### config.mk
export PLATFORM = sky130hd
export DESIGN_NAME = apb_master_bridge_flat
export DESIGN_NICKNAME = d
export VERILOG_FILES = /design/src/rtl/apb_pkg.sv /design/src/rtl/apb_master_bridge_if.sv /design/src/rtl/apb_timeout_cnt.sv /design/src/rtl/apb_master_bridge.sv /design/src/flat_wrapper.sv
export SDC_FILE = /design/constraint.sdc
export NUM_CORES = 1
export LEC_CHECK = 0
export CAP_MARGIN = 20
export CELL_PAD_IN_SITES_DETAIL_PLACEMENT = 1
export CELL_PAD_IN_SITES_GLOBAL_PLACEMENT = 1
export CORE_ASPECT_RATIO = 1.2
export CORE_UTILIZATION = 33
export CTS_BUF_LIST = sky130_fd_sc_hd__clkbuf_4
export CTS_CLUSTER_SIZE = 24
export DETAILED_ROUTE_END_ITERATION = 10
export PLACE_DENSITY_LB_ADDON = 0.1
export RECOVER_POWER = 100
export SETUP_SLACK_MARGIN = 0.15
export SYNTH_ARGS = -nofsm -noshare
export SYNTH_HDL_FRONTEND = slang
export SYNTH_HIERARCHICAL = 1
export SYNTH_SLANG_ARGS = --single-unit
export TNS_END_PERCENT = 100
### constraint.sdc
create_clock -name PCLK -period 1.9 [get_ports PCLK]
set_input_delay 0.57 -clock PCLK [delete_from_list [all_inputs] [get_ports PCLK]]
set_output_delay 0.57 -clock PCLK [all_outputs]
set_load 0.005 [all_outputs]
### src/rtl/apb_pkg.sv
// Shared APB definitions: bridge FSM states and default bus widths.
// Used by apb_master_bridge, apb_ram and the benches.
package apb_pkg;

    localparam int unsigned APB_ADDR_WIDTH = 8;
    localparam int unsigned APB_DATA_WIDTH = 32;

    typedef enum logic [1:0] {
        StIdle,
        StSetup,
        StAccess,
        StResp
    } apb_state_e;

endpackage

### src/rtl/apb_master_bridge_if.sv
// Command/response channels plus APB bus seen by apb_master_bridge.
// master = bridge side, slave = environment side (command source, consumer, APB slave).
interface apb_master_bridge_if
    import apb_pkg::*;
#(
    parameter int unsigned ADDR_WIDTH = APB_ADDR_WIDTH,
    parameter int unsigned DATA_WIDTH = APB_DATA_WIDTH
) ();

    logic                  cmd_valid;
    logic                  cmd_ready;
    logic                  cmd_write;
    logic [ADDR_WIDTH-1:0] cmd_addr;
    logic [DATA_WIDTH-1:0] cmd_wdata;

    logic                  rsp_valid;
    logic                  rsp_ready;
    logic [DATA_WIDTH-1:0] rsp_rdata;
    logic                  rsp_err;

    logic                  PSEL;
    logic                  PENABLE;
    logic                  PWRITE;
    logic [ADDR_WIDTH-1:0] PADDR;
    logic [DATA_WIDTH-1:0] PWDATA;
    logic [DATA_WIDTH-1:0] PRDATA;
    logic                  PREADY;
    logic                  PSLVERR;

    modport master (
        input  cmd_valid, cmd_write, cmd_addr, cmd_wdata, rsp_ready,
        input  PRDATA, PREADY, PSLVERR,
        output cmd_ready, rsp_valid, rsp_rdata, rsp_err,
        output PSEL, PENABLE, PWRITE, PADDR, PWDATA
    );

    modport slave (
        output cmd_valid, cmd_write, cmd_addr, cmd_wdata, rsp_ready,
        output PRDATA, PREADY, PSLVERR,
        input  cmd_ready, rsp_valid, rsp_rdata, rsp_err,
        input  PSEL, PENABLE, PWRITE, PADDR, PWDATA
    );

endinterface

### src/rtl/apb_timeout_cnt.sv
// ACCESS-phase wait counter: cleared before ACCESS, counts stalled cycles,
// flags the stalled cycle that reaches LIMIT.
module apb_timeout_cnt #(
    parameter int unsigned LIMIT = 16
) (
    input  logic i_clk,
    input  logic i_rst_n,
    input  logic i_clear,
    input  logic i_enable,
    output logic o_expired
);

    localparam int unsigned W = $clog2(LIMIT + 1);
    localparam logic [W-1:0] LAST = W'(LIMIT - 1);

    logic [W-1:0] r_cnt;

    always_ff @(posedge i_clk or negedge i_rst_n) begin
        if (!i_rst_n) begin
            r_cnt <= '0;
        end else if (i_clear) begin
            r_cnt <= '0;
        end else if (i_enable) begin
            r_cnt <= r_cnt + W'(1);
        end
    end

    // Combinational so a PREADY in the same cycle can still take priority.
    assign o_expired = i_enable && (r_cnt == LAST);

endmodule

### src/rtl/apb_master_bridge.sv
// Single-outstanding APB master: valid/ready command in, APB SETUP/ACCESS out, response back.
// Optional ACCESS timeout compiled in with APB_MASTER_TIMEOUT_EN.
module apb_master_bridge
    import apb_pkg::*;
#(
    parameter int unsigned ADDR_WIDTH     = APB_ADDR_WIDTH,
    parameter int unsigned DATA_WIDTH     = APB_DATA_WIDTH,
    parameter int unsigned TIMEOUT_CYCLES = 16
) (
    input logic                  PCLK,
    input logic                  PRESETn,
    apb_master_bridge_if.master  bus
);

    if (TIMEOUT_CYCLES == 0) begin : g_bad_timeout
        $error("TIMEOUT_CYCLES must be nonzero");
    end

    apb_state_e            r_state, w_state_d;
    logic                  r_cmd_ready, w_cmd_ready_d;
    logic                  r_psel, w_psel_d;
    logic                  r_penable, w_penable_d;
    logic                  r_pwrite, w_pwrite_d;
    logic [ADDR_WIDTH-1:0] r_paddr, w_paddr_d;
    logic [DATA_WIDTH-1:0] r_pwdata, w_pwdata_d;
    logic                  r_rsp_valid, w_rsp_valid_d;
    logic [DATA_WIDTH-1:0] r_rsp_rdata, w_rsp_rdata_d;
    logic                  r_rsp_err, w_rsp_err_d;
    logic                  w_timeout;

`ifdef APB_MASTER_TIMEOUT_EN
    logic w_to_clear, w_to_enable;

    assign w_to_clear  = (r_state == StSetup);
    assign w_to_enable = (r_state == StAccess) && !bus.PREADY;

    apb_timeout_cnt #(
        .LIMIT (TIMEOUT_CYCLES)
    ) u_timeout_cnt (
        .i_clk     (PCLK),
        .i_rst_n   (PRESETn),
        .i_clear   (w_to_clear),
        .i_enable  (w_to_enable),
        .o_expired (w_timeout)
    );
`else
    assign w_timeout = 1'b0;
`endif

    always_comb begin
        w_state_d     = r_state;
        w_cmd_ready_d = r_cmd_ready;
        w_psel_d      = r_psel;
        w_penable_d   = r_penable;
        w_pwrite_d    = r_pwrite;
        w_paddr_d     = r_paddr;
        w_pwdata_d    = r_pwdata;
        w_rsp_valid_d = r_rsp_valid;
        w_rsp_rdata_d = r_rsp_rdata;
        w_rsp_err_d   = r_rsp_err;

        unique case (r_state)
            StIdle: begin
                if (bus.cmd_valid && r_cmd_ready) begin
                    w_state_d     = StSetup;
                    w_cmd_ready_d = 1'b0;
                    w_psel_d      = 1'b1;
                    w_pwrite_d    = bus.cmd_write;
                    w_paddr_d     = bus.cmd_addr;
                    w_pwdata_d    = bus.cmd_wdata;
                end
            end
            StSetup: begin
                w_state_d   = StAccess;
                w_penable_d = 1'b1;
            end
            StAccess: begin
                if (bus.PREADY || w_timeout) begin
                    w_state_d     = StResp;
                    w_psel_d      = 1'b0;
                    w_penable_d   = 1'b0;
                    w_rsp_valid_d = 1'b1;
                    if (bus.PREADY) begin
                        w_rsp_rdata_d = r_pwrite ? '0 : bus.PRDATA;
                        w_rsp_err_d   = bus.PSLVERR;
                    end else begin
                        w_rsp_rdata_d = '0;
                        w_rsp_err_d   = 1'b1;
                    end
                end
            end
            StResp: begin
                if (bus.rsp_ready) begin
                    w_state_d     = StIdle;
                    w_rsp_valid_d = 1'b0;
                    w_cmd_ready_d = 1'b1;
                end
            end
            default: w_state_d = StIdle;
        endcase
    end

    always_ff @(posedge PCLK or negedge PRESETn) begin
        if (!PRESETn) begin
            r_state     <= StIdle;
            r_cmd_ready <= 1'b1;
            r_psel      <= 1'b0;
            r_penable   <= 1'b0;
            r_pwrite    <= 1'b0;
            r_paddr     <= '0;
            r_pwdata    <= '0;
            r_rsp_valid <= 1'b0;
            r_rsp_rdata <= '0;
            r_rsp_err   <= 1'b0;
        end else begin
            r_state     <= w_state_d;
            r_cmd_ready <= w_cmd_ready_d;
            r_psel      <= w_psel_d;
            r_penable   <= w_penable_d;
            r_pwrite    <= w_pwrite_d;
            r_paddr     <= w_paddr_d;
            r_pwdata    <= w_pwdata_d;
            r_rsp_valid <= w_rsp_valid_d;
            r_rsp_rdata <= w_rsp_rdata_d;
            r_rsp_err   <= w_rsp_err_d;
        end
    end

    assign bus.cmd_ready = r_cmd_ready;
    assign bus.PSEL      = r_psel;
    assign bus.PENABLE   = r_penable;
    assign bus.PWRITE    = r_pwrite;
    assign bus.PADDR     = r_paddr;
    assign bus.PWDATA    = r_pwdata;
    assign bus.rsp_valid = r_rsp_valid;
    assign bus.rsp_rdata = r_rsp_rdata;
    assign bus.rsp_err   = r_rsp_err;

endmodule
### src/flat_wrapper.sv
// flat-port wrapper written by rule: the top's interface ports become plain ports
module apb_master_bridge_flat import apb_pkg::*;
#(
    parameter int unsigned ADDR_WIDTH     = APB_ADDR_WIDTH,
    parameter int unsigned DATA_WIDTH     = APB_DATA_WIDTH,
    parameter int unsigned TIMEOUT_CYCLES = 16
)
  (PCLK, PRESETn, bus_cmd_valid, bus_cmd_write, bus_cmd_addr, bus_cmd_wdata, bus_rsp_ready, bus_PRDATA, bus_PREADY, bus_PSLVERR, bus_cmd_ready, bus_rsp_valid, bus_rsp_rdata, bus_rsp_err, bus_PSEL, bus_PENABLE, bus_PWRITE, bus_PADDR, bus_PWDATA);
  apb_master_bridge_if #(.ADDR_WIDTH(ADDR_WIDTH), .DATA_WIDTH(DATA_WIDTH)) bus_i ();
  input logic PCLK;
  input logic PRESETn;
  input wire logic [$bits(bus_i.cmd_valid)-1:0] bus_cmd_valid;
  input wire logic [$bits(bus_i.cmd_write)-1:0] bus_cmd_write;
  input wire logic [$bits(bus_i.cmd_addr)-1:0] bus_cmd_addr;
  input wire logic [$bits(bus_i.cmd_wdata)-1:0] bus_cmd_wdata;
  input wire logic [$bits(bus_i.rsp_ready)-1:0] bus_rsp_ready;
  input wire logic [$bits(bus_i.PRDATA)-1:0] bus_PRDATA;
  input wire logic [$bits(bus_i.PREADY)-1:0] bus_PREADY;
  input wire logic [$bits(bus_i.PSLVERR)-1:0] bus_PSLVERR;
  output wire logic [$bits(bus_i.cmd_ready)-1:0] bus_cmd_ready;
  output wire logic [$bits(bus_i.rsp_valid)-1:0] bus_rsp_valid;
  output wire logic [$bits(bus_i.rsp_rdata)-1:0] bus_rsp_rdata;
  output wire logic [$bits(bus_i.rsp_err)-1:0] bus_rsp_err;
  output wire logic [$bits(bus_i.PSEL)-1:0] bus_PSEL;
  output wire logic [$bits(bus_i.PENABLE)-1:0] bus_PENABLE;
  output wire logic [$bits(bus_i.PWRITE)-1:0] bus_PWRITE;
  output wire logic [$bits(bus_i.PADDR)-1:0] bus_PADDR;
  output wire logic [$bits(bus_i.PWDATA)-1:0] bus_PWDATA;
  assign bus_i.cmd_valid = bus_cmd_valid;
  assign bus_i.cmd_write = bus_cmd_write;
  assign bus_i.cmd_addr = bus_cmd_addr;
  assign bus_i.cmd_wdata = bus_cmd_wdata;
  assign bus_i.rsp_ready = bus_rsp_ready;
  assign bus_i.PRDATA = bus_PRDATA;
  assign bus_i.PREADY = bus_PREADY;
  assign bus_i.PSLVERR = bus_PSLVERR;
  assign bus_cmd_ready = bus_i.cmd_ready;
  assign bus_rsp_valid = bus_i.rsp_valid;
  assign bus_rsp_rdata = bus_i.rsp_rdata;
  assign bus_rsp_err = bus_i.rsp_err;
  assign bus_PSEL = bus_i.PSEL;
  assign bus_PENABLE = bus_i.PENABLE;
  assign bus_PWRITE = bus_i.PWRITE;
  assign bus_PADDR = bus_i.PADDR;
  assign bus_PWDATA = bus_i.PWDATA;
  apb_master_bridge #(.ADDR_WIDTH(ADDR_WIDTH), .DATA_WIDTH(DATA_WIDTH), .TIMEOUT_CYCLES(TIMEOUT_CYCLES)) u_core (.PCLK(PCLK), .PRESETn(PRESETn), .bus(bus_i));
endmodule
==> results by group <==
Route
  – Drt via density: 4.53
  – Drt total wl: 9.29 mm
  – Wire per inst: 15.9 µm
  – Via count: 2640
  – Pre-antenna DRT Iters: 3
  – Final ANT Viol Nets: 0
  – Detailed Route Iter0 Violations: 80
  – DRC Markers: 0

Synth
  – Post-Synthesis Cell Area: 0.00346 mm²
  – Yosys top cell by area: dfrtp_1
  – Async S/R FF share, synth: 100%
  – Yosys top cell area share: between 50% and 60%
  – EDFF count, synth: 0
  – Synth Net Count: 350
  – Most common library cells after synthesis: dfrtp_1 (79), mux2_4 (40), nand2_1 (35), o21ai_0 (35), nand2b_1 (32)
  – Top post-synthesis cells by area: dfrtp_1 (57%), mux2_4 (17%), nand2b_1 (5.8%)
  – Post-synthesis sequential area ratio: 57.9%
  – Top-count cell post-synth: dfrtp_1
  – Synth Instances: 264
  – Ys Warns: 6
  – Netlist cell types: 20
  – Most used DFF post-synth: dfrtp_1
  – FF+latch count, synth: 80
  – Avg Inst Size Synth: 13.1 µm²

Clock tree
  – Clk root buf: clkbuf_4
  – Clock buffer depth: 2
  – Hold_buf cts: 0
  – CTS buffer count: 9
  – CTS clk-pin slew, worst paths: around 0.13 ns
  – CTS tree: done
  – H-tree Lvls: 3
  – Sink Count: 80
  – Worst skew pair latency: between 0.4 and 0.5 ns

Placement
  – GPL Wtd Cong: 0.714
  – HPWL after detailed placement: 6.64 mm
  – I/O Buffers: 156
  – Area after DPL: 0.00524 mm²

Pwr
  – PwrDens: 1390 mW/mm²
  – Leak Pwr: 2.59 nW
  – VDD IR max: 0.538 mV
  – Total power: 7.31 mW

STA
  – Crit path time final: 1.78 ns
  – Fmax: 563 MHz
  – Period utilization: 93.5%
  – Rel. slew slack: a little over two fifths
  – Final Slew Violations: 0
  – Worst-Margin Slew: roughly 0.87 ns
  – Worst Skew: about 0.014 ns
  – RSZ-0062 raised after global routing: true
  – Final Hold Viols: 0
  – Setup-failing EPs final: 0

Setup path
  – Slowest cell on the critical path: dfstp_2
  – Data arrival, critical path: 1.21 ns
  – Crit start category: flop
  – Critical path cell sequence: dlygate4sd2_1
  – Crit path capture type: output pin
  – CP delay by family, top: flip-flops
  – Worst Path Class, Setup: reg -> out
  – CP max FO: 2
  – WP data required: 1.33 ns
  – Buf+Inv Stages, Crit Path: 1
  – CP peak stage delay: 0.55 ns

Run status
  – Status: completed

Floorplanning
  – Die Y: 114 µm
  – Die ar.: roughly 0.011 mm²
  – Initial Util: 34.2%
  – Die W: around 95 µm
  – Core Rows: 40
  – IO Count: 157
  – Core area: 0.0101 mm²

GRT
  – First-pass GRT wire length: 14.6 mm
  – Initial antenna violation count: 0
  – Tot GR Track Use: 18.1%
  – Grt ovf: 0
  – Largest net degree at the start of global routing: 41
  – Vias in the first global route: 2796

Layout
  – N_diodes: 0
  – Post-route cell area: 0.00527 mm²
  – Share of cells above drive strength 1: 13.8%
  – Area growth, synth to finish: 52.4%
  – Post-layout utilization of the core: 52.1%
  – Nets@finish: 540
  – Filler cells: 1112

Flow run
  – Maxcap violations: 0

Min path
  – Worst hold path type: in -> async
[metrics by stage]
stage | TNS (ns) | cells | setup WS (ns) | hold slack, ns
finish | 0 | 583 | 0.123 | 0.229
global route | 0 | 583 | 0.0650 | 0.302
CTS | 0 | 582 | 0.0756 | 0.0470
detailed placement | -1.46 | 545 | -0.0509 | 0.473
global placement | -1.36 | 545 | -0.0409 | 0.460
floorplan | 0 | 264 | 0.305 | 0.274
[repair_timing]
action / 4_1_cts / 5_1_grt
gates resized for setup: 78 / 1
setup buffers: 23 / 1
setup endpoints to repair: 78 / 42
[per-layer routing]
metal  global-route usage (%)  wire length, µm
met1                     23.1             4030
met2                     28.8             4410
met3                     3.98              674
met4                     8.66              186
met5                        0                0
[final timing paths]
check                                                      from  slack [ns]  depth (start not counted)                              endpoint
setup reg to reg                  u_core/r_state[0]$_DFFE_PN0P_        0.16                          5       u_core/bus.PADDR[7]$_DFFE_PN0P_
min in group PCLK          u_core/bus.rsp_rdata[26]$_DFFE_PN0P_        0.48                          2  u_core/bus.rsp_rdata[26]$_DFFE_PN0P_
setup / recovery               u_core/bus.cmd_ready$_DFFE_PN1P_        0.12                          1                         bus_cmd_ready
hold reg to reg            u_core/bus.rsp_rdata[26]$_DFFE_PN0P_        0.48                          2  u_core/bus.rsp_rdata[26]$_DFFE_PN0P_
hold / removal                                          PRESETn        0.23                          1      u_core/bus.PWDATA[4]$_DFFE_PN0P_
max in group asynchronous                               PRESETn        0.70                          2     u_core/bus.PWDATA[30]$_DFFE_PN0P_
[sequential cells by signal (all words and copies together), names as in the netlist]
signal / count
u_core/bus.PADDR: 8
u_core/bus.PENABLE: 1
u_core/bus.PSEL: 1
u_core/bus.PWDATA: 32
u_core/bus.PWRITE: 1
u_core/bus.cmd_ready: 1
u_core/bus.rsp_err: 1
u_core/bus.rsp_rdata: 32
u_core/bus.rsp_valid: 1
u_core/r_state: 2
[logic make-up after synthesis]
kind of cell             after synthesis  synth area share [%]
AND/OR/NAND/NOR                       74                  11.1
AO/OA/AOI/OAI                         37                  5.64
flip-flops                            80                  57.9
adder cells (fa/ha/maj)                7                  2.53
multiplexers                          48                  19.8
buffers and inverters                 18                  2.97
[placed cells by master, fill, tap and decap left out, drive strengths merged]
master         instances
dfstp                  1
nor3                   2
a22o                   1
clkbuf                17
mux2                  44
nand2                 35
ha                     7
mux2i                  4
bufinv                 2
nand3                  1
o21ai                 35
inv                    4
nand2b                32
nor2                   2
clkdlybuf4s50         77
buf                   30
nor2b                  2
a21boi                 1
dfrtp                 79
dlygate4sd2           78
clkinv                 3
[report_power, final]
| part | switching (mW) | internal [mW] | leakage [nW] |
|---|---|---|---|
| logic | 1.34 | 1.97 | 1.53 |
| clock network | 0.583 | 0.512 | 0.0791 |
| registers | 0.390 | 2.52 | 0.983 |
[final cells by class]
cell class	instances	area (µm²)	share of cell area, %
Clock buffer	9	67.6	1.28
Clock inverter	5	73.8	1.40
Inverter	4	15.0	0.285
Multi-Input combinational cell	166	1220	23.1
Sequential cell	80	2000	38.0
Tap cell	126	158	2.99
Timing Repair Buffer	193	1730	32.9
Power figures use the tool's default switching activity.
